File: src/rtl/ctrl_pipe_gen_pkg.sv
// Shared constants for the control pipeline: condition codes, flag bit
// positions and the multicycle FSM state encoding.
package ctrl_pipe_gen_pkg;

  localparam logic [3:0] COND_EQ = 4'h0;
  localparam logic [3:0] COND_NE = 4'h1;
  localparam logic [3:0] COND_CS = 4'h2;
  localparam logic [3:0] COND_CC = 4'h3;
  localparam logic [3:0] COND_MI = 4'h4;
  localparam logic [3:0] COND_PL = 4'h5;
  localparam logic [3:0] COND_VS = 4'h6;
  localparam logic [3:0] COND_VC = 4'h7;
  localparam logic [3:0] COND_HI = 4'h8;
  localparam logic [3:0] COND_LS = 4'h9;
  localparam logic [3:0] COND_GE = 4'hA;
  localparam logic [3:0] COND_LT = 4'hB;
  localparam logic [3:0] COND_GT = 4'hC;
  localparam logic [3:0] COND_LE = 4'hD;
  localparam logic [3:0] COND_AL = 4'hE;
  localparam logic [3:0] COND_NV = 4'hF;

  localparam int FLAG_V          = 0;
  localparam int FLAG_C          = 1;
  localparam int FLAG_Z          = 2;
  localparam int FLAG_N          = 3;
  localparam int FLAG_STICKY_LSB = 4;

  typedef enum logic {
    ST_IDLE = 1'b0,
    ST_BUSY = 1'b1
  } mc_state_e;

endpackage

File: src/rtl/ctrl_pipe_gen_cond_eval.sv
// ARM-style condition evaluation: decides whether an instruction's
// condition field passes against the current N,Z,C,V flags.
module cond_eval
  import ctrl_pipe_gen_pkg::*;
(
  input  logic [3:0] cond,
  input  logic [3:0] flags,
  output logic       pass
);

  logic n, z, c, v;

  assign n = flags[FLAG_N];
  assign z = flags[FLAG_Z];
  assign c = flags[FLAG_C];
  assign v = flags[FLAG_V];

  always_comb begin
    pass = 1'b0;
    case (cond)
      COND_EQ: pass = z;
      COND_NE: pass = !z;
      COND_CS: pass = c;
      COND_CC: pass = !c;
      COND_MI: pass = n;
      COND_PL: pass = !n;
      COND_VS: pass = v;
      COND_VC: pass = !v;
      COND_HI: pass = c && !z;
      COND_LS: pass = !c || z;
      COND_GE: pass = (n == v);
      COND_LT: pass = (n != v);
      COND_GT: pass = !z && (n == v);
      COND_LE: pass = z || (n != v);
      COND_AL: pass = 1'b1;
      default: pass = 1'b0;
    endcase
  end

endmodule

File: src/rtl/ctrl_pipe_gen_reg.sv
// Positive-edge register with synchronous clear (dominant) and load enable.
module ctrl_pipe_gen_reg #(
  parameter int W = 1
) (
  input  logic         clk,
  input  logic         en,
  input  logic         clr,
  input  logic [W-1:0] d,
  output logic [W-1:0] q
);

  always_ff @(posedge clk) begin
    if (clr) q <= '0;
    else if (en) q <= d;
  end

endmodule

File: src/rtl/ctrl_pipe_gen.sv
// Control-word pipeline from E onward: condition gating, multicycle E-stage
// hold with decode stall, branch flush, and the architectural flag register.
module ctrl_pipe_gen
  import ctrl_pipe_gen_pkg::*;
#(
  parameter int CTRL_W  = 16,
  parameter int GATE_W  = 4,
  parameter int FLAGS_W = 5,
  parameter int NSTAGES = 3,
  parameter int MC_LAT  = 4
) (
  input  logic                      clk,
  input  logic                      reset,
  input  logic                      validD,
  input  logic [CTRL_W-1:0]         ctrlD,
  input  logic [3:0]                condD,
  input  logic [1:0]                flagWrD,
  input  logic                      mcD,
  input  logic                      flushE,
  input  logic [FLAGS_W-1:0]        aluFlagsE,
  output logic [NSTAGES*CTRL_W-1:0] ctrlPipe,
  output logic [NSTAGES-1:0]        validPipe,
  output logic                      condExE,
  output logic [FLAGS_W-1:0]        flagsQ,
  output logic                      stallD
);

  localparam int CNT_W = $clog2(MC_LAT);
  localparam int E_W   = 1 + CTRL_W + 4 + 2 + 1;

  logic                valid_p0, mc_p0, cond_pass;
  logic [CTRL_W-1:0]   ctrl_p0, ctrl_gated_p0;
  logic [3:0]          cond_p0;
  logic [1:0]          flag_wr_p0;
  logic [E_W-1:0]      e_d, e_q;
  mc_state_e           state;
  logic [CNT_W-1:0]    cnt;
  logic                mc_final, squash, flag_upd;
  logic                valid_in_p1;
  logic [CTRL_W-1:0]   ctrl_in_p1;
  logic [FLAGS_W-1:0]  flags_nxt;
  logic [CTRL_W:0]     stg_q [1:NSTAGES-1];

  // ---- D -> E: hold while stalled, flush loads a bubble and drops decode ----
  assign e_d = {validD, ctrlD, condD, flagWrD, mcD};
  assign {valid_p0, ctrl_p0, cond_p0, flag_wr_p0, mc_p0} = e_q;

  ctrl_pipe_gen_reg #(.W(E_W)) u_reg_e (
    .clk (clk),
    .en  (!stallD),
    .clr (reset || flushE),
    .d   (e_d),
    .q   (e_q)
  );

  cond_eval u_cond (
    .cond  (cond_p0),
    .flags (flagsQ[3:0]),
    .pass  (cond_pass)
  );

  assign condExE  = valid_p0 && cond_pass;
  assign mc_final = (state == ST_BUSY) && (cnt == '0);
  assign stallD   = !flushE && mc_p0 && condExE && !mc_final;

  always_ff @(posedge clk) begin
    if (reset || flushE) begin
      state <= ST_IDLE;
      cnt   <= '0;
    end else begin
      case (state)
        ST_IDLE: begin
          if (mc_p0 && condExE) begin
            state <= ST_BUSY;
            cnt   <= CNT_W'(MC_LAT - 2);
          end
        end
        ST_BUSY: begin
          if (cnt == '0) state <= ST_IDLE;
          else cnt <= cnt - CNT_W'(1);
        end
        default: state <= ST_IDLE;
      endcase
    end
  end

  always_comb begin
    ctrl_gated_p0 = ctrl_p0;
    for (int i = 0; i < GATE_W; i++) ctrl_gated_p0[i] = ctrl_p0[i] & condExE;
  end

  // A flushed E instruction is squashed rather than forwarded.
  assign squash      = stallD || flushE;
  assign valid_in_p1 = valid_p0 && !squash;
  assign ctrl_in_p1  = squash ? '0 : ctrl_gated_p0;

  // ---- E -> stage 1 .. NSTAGES-1: unconditional shift ----
  for (genvar k = 1; k < NSTAGES; k++) begin : g_stage
    logic [CTRL_W:0] stg_d;
    if (k == 1) begin : g_first
      assign stg_d = {valid_in_p1, ctrl_in_p1};
    end else begin : g_rest
      assign stg_d = stg_q[k-1];
    end

    ctrl_pipe_gen_reg #(.W(CTRL_W + 1)) u_reg_s (
      .clk (clk),
      .en  (1'b1),
      .clr (reset),
      .d   (stg_d),
      .q   (stg_q[k])
    );

    assign ctrlPipe[k*CTRL_W +: CTRL_W] = stg_q[k][CTRL_W-1:0];
    assign validPipe[k]                 = stg_q[k][CTRL_W];
  end

  assign ctrlPipe[CTRL_W-1:0] = ctrl_gated_p0;
  assign validPipe[0]         = valid_p0;

  // ---- flag register: written only when the E op retires from E ----
  assign flag_upd = condExE && !stallD && !flushE;

  always_comb begin
    flags_nxt = flagsQ;
    if (flag_upd) begin
      if (flag_wr_p0[1]) begin
        flags_nxt[FLAG_N] = aluFlagsE[FLAG_N];
        flags_nxt[FLAG_Z] = aluFlagsE[FLAG_Z];
      end
      if (flag_wr_p0[0]) begin
        flags_nxt[FLAG_C] = aluFlagsE[FLAG_C];
        flags_nxt[FLAG_V] = aluFlagsE[FLAG_V];
        for (int i = FLAG_STICKY_LSB; i < FLAGS_W; i++) flags_nxt[i] = aluFlagsE[i];
      end
    end
  end

  always_ff @(posedge clk) begin
    if (reset) flagsQ <= '0;
    else flagsQ <= flags_nxt;
  end

endmodule

File: config.mk
export PLATFORM = sky130hd
export DESIGN_NAME = ctrl_pipe_gen
export DESIGN_NICKNAME = d
export VERILOG_FILES = /design/src/rtl/ctrl_pipe_gen_pkg.sv /design/src/rtl/ctrl_pipe_gen_cond_eval.sv /design/src/rtl/ctrl_pipe_gen_reg.sv /design/src/rtl/ctrl_pipe_gen.sv
export SDC_FILE = /design/constraint.sdc
export NUM_CORES = 1
export LEC_CHECK = 0
export BUFFER_PORTS_ARGS = -buffer_cell sky130_fd_sc_hd__buf_2
export CAP_MARGIN = 20
export CORE_ASPECT_RATIO = 1.75
export CORE_MARGIN = 2
export CORE_UTILIZATION = 38
export CTS_BUF_LIST = sky130_fd_sc_hd__clkbuf_4 sky130_fd_sc_hd__clkbuf_8
export CTS_CLUSTER_DIAMETER = 100
export DETAILED_ROUTE_END_ITERATION = 6
export PLACE_DENSITY = 0.72
export SYNTH_ARGS = -nofsm -noshare
export SYNTH_HDL_FRONTEND = slang
export SYNTH_HIERARCHICAL = 1
export SYNTH_SLANG_ARGS = --single-unit
File: constraint.sdc
create_clock -name clk -period 2.7 [get_ports clk]
set_clock_uncertainty 0.1 [all_clocks]
set_input_delay 0.135 -clock clk [delete_from_list [all_inputs] [get_ports clk]]
set_output_delay 0.135 -clock clk [all_outputs]
set_load 0.005 [all_outputs]
Word level (Yosys, flattened, before mapping)
Cells that the tools add are included.
W data, S select, Z words.
{ "classes": {"bitwise_logic": 5, "muxes": 7, "eq_ne": 18, "n_reduce_logical": 29, "addsub": 1} }
{ "op_table": {"columns": ["cell", "count"], "rows": [
  ["$eq A4 B4 Y1 const B", 7],
  ["$eq A4 B3 Y1 const B", 4],
  ["$pmux W1 S15", 1],
  ["$logic_and A1 B1 Y1", 11],
  ["$eq A4 B2 Y1 const B", 2],
  ["$logic_not A1 Y1", 8],
  ["$reduce_and A2 Y1", 3],
  ["$and A1 B1 Y1", 4],
  ["$eq A4 B1 Y1 const B", 1],
  ["$logic_not A4 Y1", 1],
  ["$logic_or A1 B1 Y1", 4],
  ["$mux W2", 2],
  ["$ne A2 B2 Y1 const B", 2],
  ["$pmux W2 S2", 1],
  ["$logic_not A2 Y1", 1],
  ["$mux W1", 2],
  ["$pmux W1 S2", 1],
  ["$reduce_or A2 Y1", 1],
  ["$sub A2 B1 Y2 const B", 1],
  ["$eq A1 B1 Y1", 1],
  ["$ne A1 B1 Y1", 1],
  ["$not A1 Y1", 1]
]} }
{ "totals": {"elab_cells": 68, "output_inout_bits": 58, "input_bits": 32, "ff_bits": 66} }

Logic depth before layout (Yosys ltp)
{ "logic_depth": {"ltp_word": 10, "mapped_depth": 12, "ltp_nobuf": 10} }

Cells and area by module
Netlist, hierarchy kept.
{ "modules_own_cells": {"columns": ["mod", "area_per_inst_um2", "cells_per_inst", "seq_area_each_um2", "instances"], "rows": [
  ["ctrl_pipe_gen_reg (g_stage[1].u_reg_s ...)", 614.3, 55, 340.3, 2],
  ["ctrl_pipe_gen_reg (u_reg_e)", 869.6, 77, 480.5, 1],
  ["ctrl_pipe_gen", 614.3, 69, 160.2, 1],
  ["cond_eval", 193.9, 28, 0.0, 1]
]} }

Worst setup path after synthesis
OpenSTA, ideal clock, no wires.
{ "synth_timing": {"path_type": "register to register", "startpoint": "register u_reg_e.q[5]", "endpoint": "register u_reg_e.q[10]", "t_arrival_ns": 2.200, "path_stages_with_launch": 11, "slack_ns": 0.273, "setup_ns": 0.128, "t_required_ns": 2.472, "n_path_buf": 2, "synth_period_minus_slack_ns": 2.427, "path_cell_list": "dfxtp_1 or2b_1 o31ai_1 a211o_1 a211o_1 nand2_2 or3_2 buf_6 buf_12 mux2i_1 nor2_1"} }
{ "synth_via": {"elab_chain_len": 5, "elab_cells_between_ends": 19, "classes_between": "eq/ne (14); mux (1); reduce/logical (4)"} }
{ "synth_lines": {"columns": ["item", "line", "rtl"], "rows": [
  ["from (decl)", "ctrl_pipe_gen_reg.sv:9", "output logic [W-1:0] q"],
  ["from (signal assigned)", "ctrl_pipe_gen_reg.sv:13", "if (clr) q <= '0;"],
  ["from (signal assigned)", "ctrl_pipe_gen_reg.sv:14", "else if (en) q <= d;"],
  ["$eq A4 B4 Y1, or another cell as far along", "ctrl_pipe_gen_cond_eval.sv:20", "case (cond)"],
  ["$pmux W1 S15 *", "ctrl_pipe_gen_cond_eval.sv:20", null],
  ["via cond_pass", "ctrl_pipe_gen.sv:31", "logic valid_p0, mc_p0, cond_pass;"],
  ["$logic_and A1 B1 Y1 *", "ctrl_pipe_gen.sv:62", "assign condExE = valid_p0 && cond_pass;"],
  ["$logic_and A1 B1 Y1 * (2 in series)", "ctrl_pipe_gen.sv:64", "assign stallD = !flushE && mc_p0 && condExE && !mc_final;"]
]} }
Mark *: on every way through the listed nets, which the timed path passes. The rest lies on a longest branch.
A chain may end at the register's enable or synchronous reset.

Worst setup path in the final report
{ "layout_timing": {"startpoint": "register u_reg_e.q[5]", "endpoint": "register u_reg_e.q[9]"} }
Same word-level chain as after synthesis.

==> summary.txt <==
CTS
  – Clk root buf: clkbuf_8
  – Postcts setup bufs: 0
  – CTS buffer count: 9
  – Clock sink count: 66
  – Clock-pin slew on the worst setup and hold paths: around 70 ps
  – Clk Latency, worst-skew pair: 340 ps
  – H-tree Lvls: 3
  – Worst-case clock buffer depth: 2
  – CTS tree: yes

Critical path
  – Setup CP Type: register to register
  – Crit path DAT: 2600 ps
  – Setup crit start kind: register
  – WP data required: 2810 ps
  – Critical path peak fanout: 12
  – Nature of the critical path endpoint: register

Logic synthesis
  – Post-synth EDFFs: 0
  – Largest area contributor in the netlist: dfxtp_1
  – Synth async-reset ratio: 0%
  – Synth Register Bits: 66
  – Synth Flop Type: dfxtp_1
  – Synth top area cells: dfxtp_1 45%, mux2i_1 22%, nor2_1 7.9%, and2_1 3.7%, buf_12 2.8%
  – Ys Warns: 6
  – Syn avg cell area: between 10 and 15 um^2
  – Mapped Area: 2910 um^2
  – Top-area cell type share of the netlist area: around 45%
  – Synth Instances: 284
  – Post-synthesis cell type count: 39
  – Register area share after synthesis: between 40% and 50%

Drt
  – DR vias/cell: 4.80
  – Number of remaining DRC errors: 0
  – Final ANT Viol Nets: 0
  – Routed len/inst: ~14 um
  – Via count: around 2400
  – Final wirelength: 6740 um
  – Pre-antenna DRT Iters: 4
  – Iteration-0 DRC Markers: 100

Global route
  – First-pass GRT wire length: 10900 um
  – Vias in the first global route: 2286
  – Initial antenna violation count: 0
  – Largest net degree at the start of global routing: 45
  – Grt total ovfl: 0
  – Gr usage total: 16.3%

Pwr
  – Power Density: 501 nW/um^2
  – Maximum vdd drop: 0.212 mV
  – Leak: 1.97 nW
  – Power Total: 1.91 mW

Final layout
  – Final nets: 434
  – Commonest cells after routing, fill and taps aside: 89 x buf_2, 63 x mux2i_1, 62 x dfxtp_1, 61 x nor2_1, 29 x dlygate4sd3_1
  – Finished Layout Cells: 494
  – # diodes: 0
  – Area grow syn2layout: 31.2%
  – Share of cells above drive strength 1: around 30%
  – Most common cell after layout, fill and taps aside: buf_2

STA
  – Setup-violating endpoint count in the final report: 0
  – RSZ-0062 raised after global routing: no
  – Hold Fails Final Rpt: 0
  – FMAX: between 0.4 and 0.5 GHz
  – Fin crit period: around 2500 ps
  – Max Slew Vio Count: 0
  – TNS Setup: 0 ps
  – Period utilisation layout: roughly 90%

Placed design
  – Routability Congestion: 0.793
  – DP Wirelength: between 4000 and 5000 um
  – Cells after DPL: 449
  – I/O Buffers: 89

Floorplanning
  – Row count: 42
  – Die X: about 70 um
  – Die area: 8390 um^2
  – I/O Pins: 90
  – Total core area: 7510 um^2
  – Initial core utilization: 38.7%
  – Die Ht: 120 um

Min path
  – Hold WC Path Type: input port to register

Outcome
  – Outcome: completed

Run
  – Max-cap viol count: 0
-- cell families after synthesis --
family / Yosys count / share of synthesized area (%)
compound gates: 17 / 5.17
xor+xnor: 2 / 0.861
fa+ha+maj: 1 / 0.430
buf+inv: 21 / 5.90
flops: 66 / 45.5
mux: 64 / 22.2
other cells: 1 / 0.129
simple gates: 112 / 19.8
-- synthesized netlist by cell type (2+ instances only) --
cell type  number
a211o_1         2
a21oi_1         3
a221oi_1        2
and2_1         17
and3_1          4
buf_12          4
buf_2           4
buf_6           3
clkbuf_1        6
dfxtp_1        66
inv_1           3
mux2i_1        63
nand2_1         4
nand2b_1       12
nor2_1         61
nor2b_1         2
nor3_1          4
nor4b_4         2
o211ai_1        2
-- final cells by class --
type                    instances  area, um^2
fillers                       712        3700
multi-input cells             198        1420
well taps                      88         110
inverters                       4        15.0
repair buffers                122         766
flip-flops and latches         66        1330
clock buffers                  13         160
clock inverters                 3        15.0
-- per-stage QoR --
stage	hold WS, ps	instance area (um^2)	setup WS (ps)	utilization (%)
5_1_grt	178	3810	11.0	50.7
3_5_place_dp	275	3340	130	44.4
2_1_floorplan	182	2910	273	-
3_3_place_gp	270	3340	217	44.4
4_1_cts	171	3800	116	50.6
6_report	178	3810	210	50.7
-- what timing repair did --
| item | in CTS | in global routing |
|---|---|---|
| endpoints found under the hold margin | 29 | 0 |
| endpoints found under the setup margin | 0 | 26 |
| gates resized for setup | 0 | 5 |
| hold buffers | 29 | 0 |
-- metal layers --
layer  routed length [um]  GRT usage, %  up-vias  share of wire (%)
li1                     -             -     1189                  -
met4                  165          8.05        0                2.4
met1                 2750          17.6     1101                 41
met3                  327          4.45       13                4.9
met2                 3500          28.7       70                 52
met5                    0             0        -                  0
-- registers in the layout (all words and copies together), names as in the netlist --
name	count
state	1
u_reg_e/q	24
g_stage.u_reg_s/q	34
flagsQ	5
cnt	2
-- final timing paths --
path                                   start            to  slack, ps  cells after the start
worst max-delay path            u_reg_e/q[5]  u_reg_e/q[9]        210                      9
worst min-delay path                  flushE     flagsQ[2]        180                      3
worst max register to register  u_reg_e/q[5]  u_reg_e/q[9]        210                      9
worst min register to register     flagsQ[4]     flagsQ[4]        380                      2
-- where the power goes --
group          total [mW]  internal, mW  switching [mW]  leakage [nW]
Combinational       0.165        0.0911          0.0738          1.34
Clock               0.735         0.385           0.350        0.0974
Sequential           1.01         0.992          0.0188         0.538
Total                1.91          1.47           0.443          1.97
-- critical path: stages (launching register included) --
cell     delay, ps
dfxtp_4        390
or2b_1         250
o31ai_1        200
a211o_1        140
a211o_1        190
nand2_2        150
or3_2          490
buf_4          220
mux2i_1        180
nor2_1          60
Note: power is estimated with default switching activity, not from simulation.
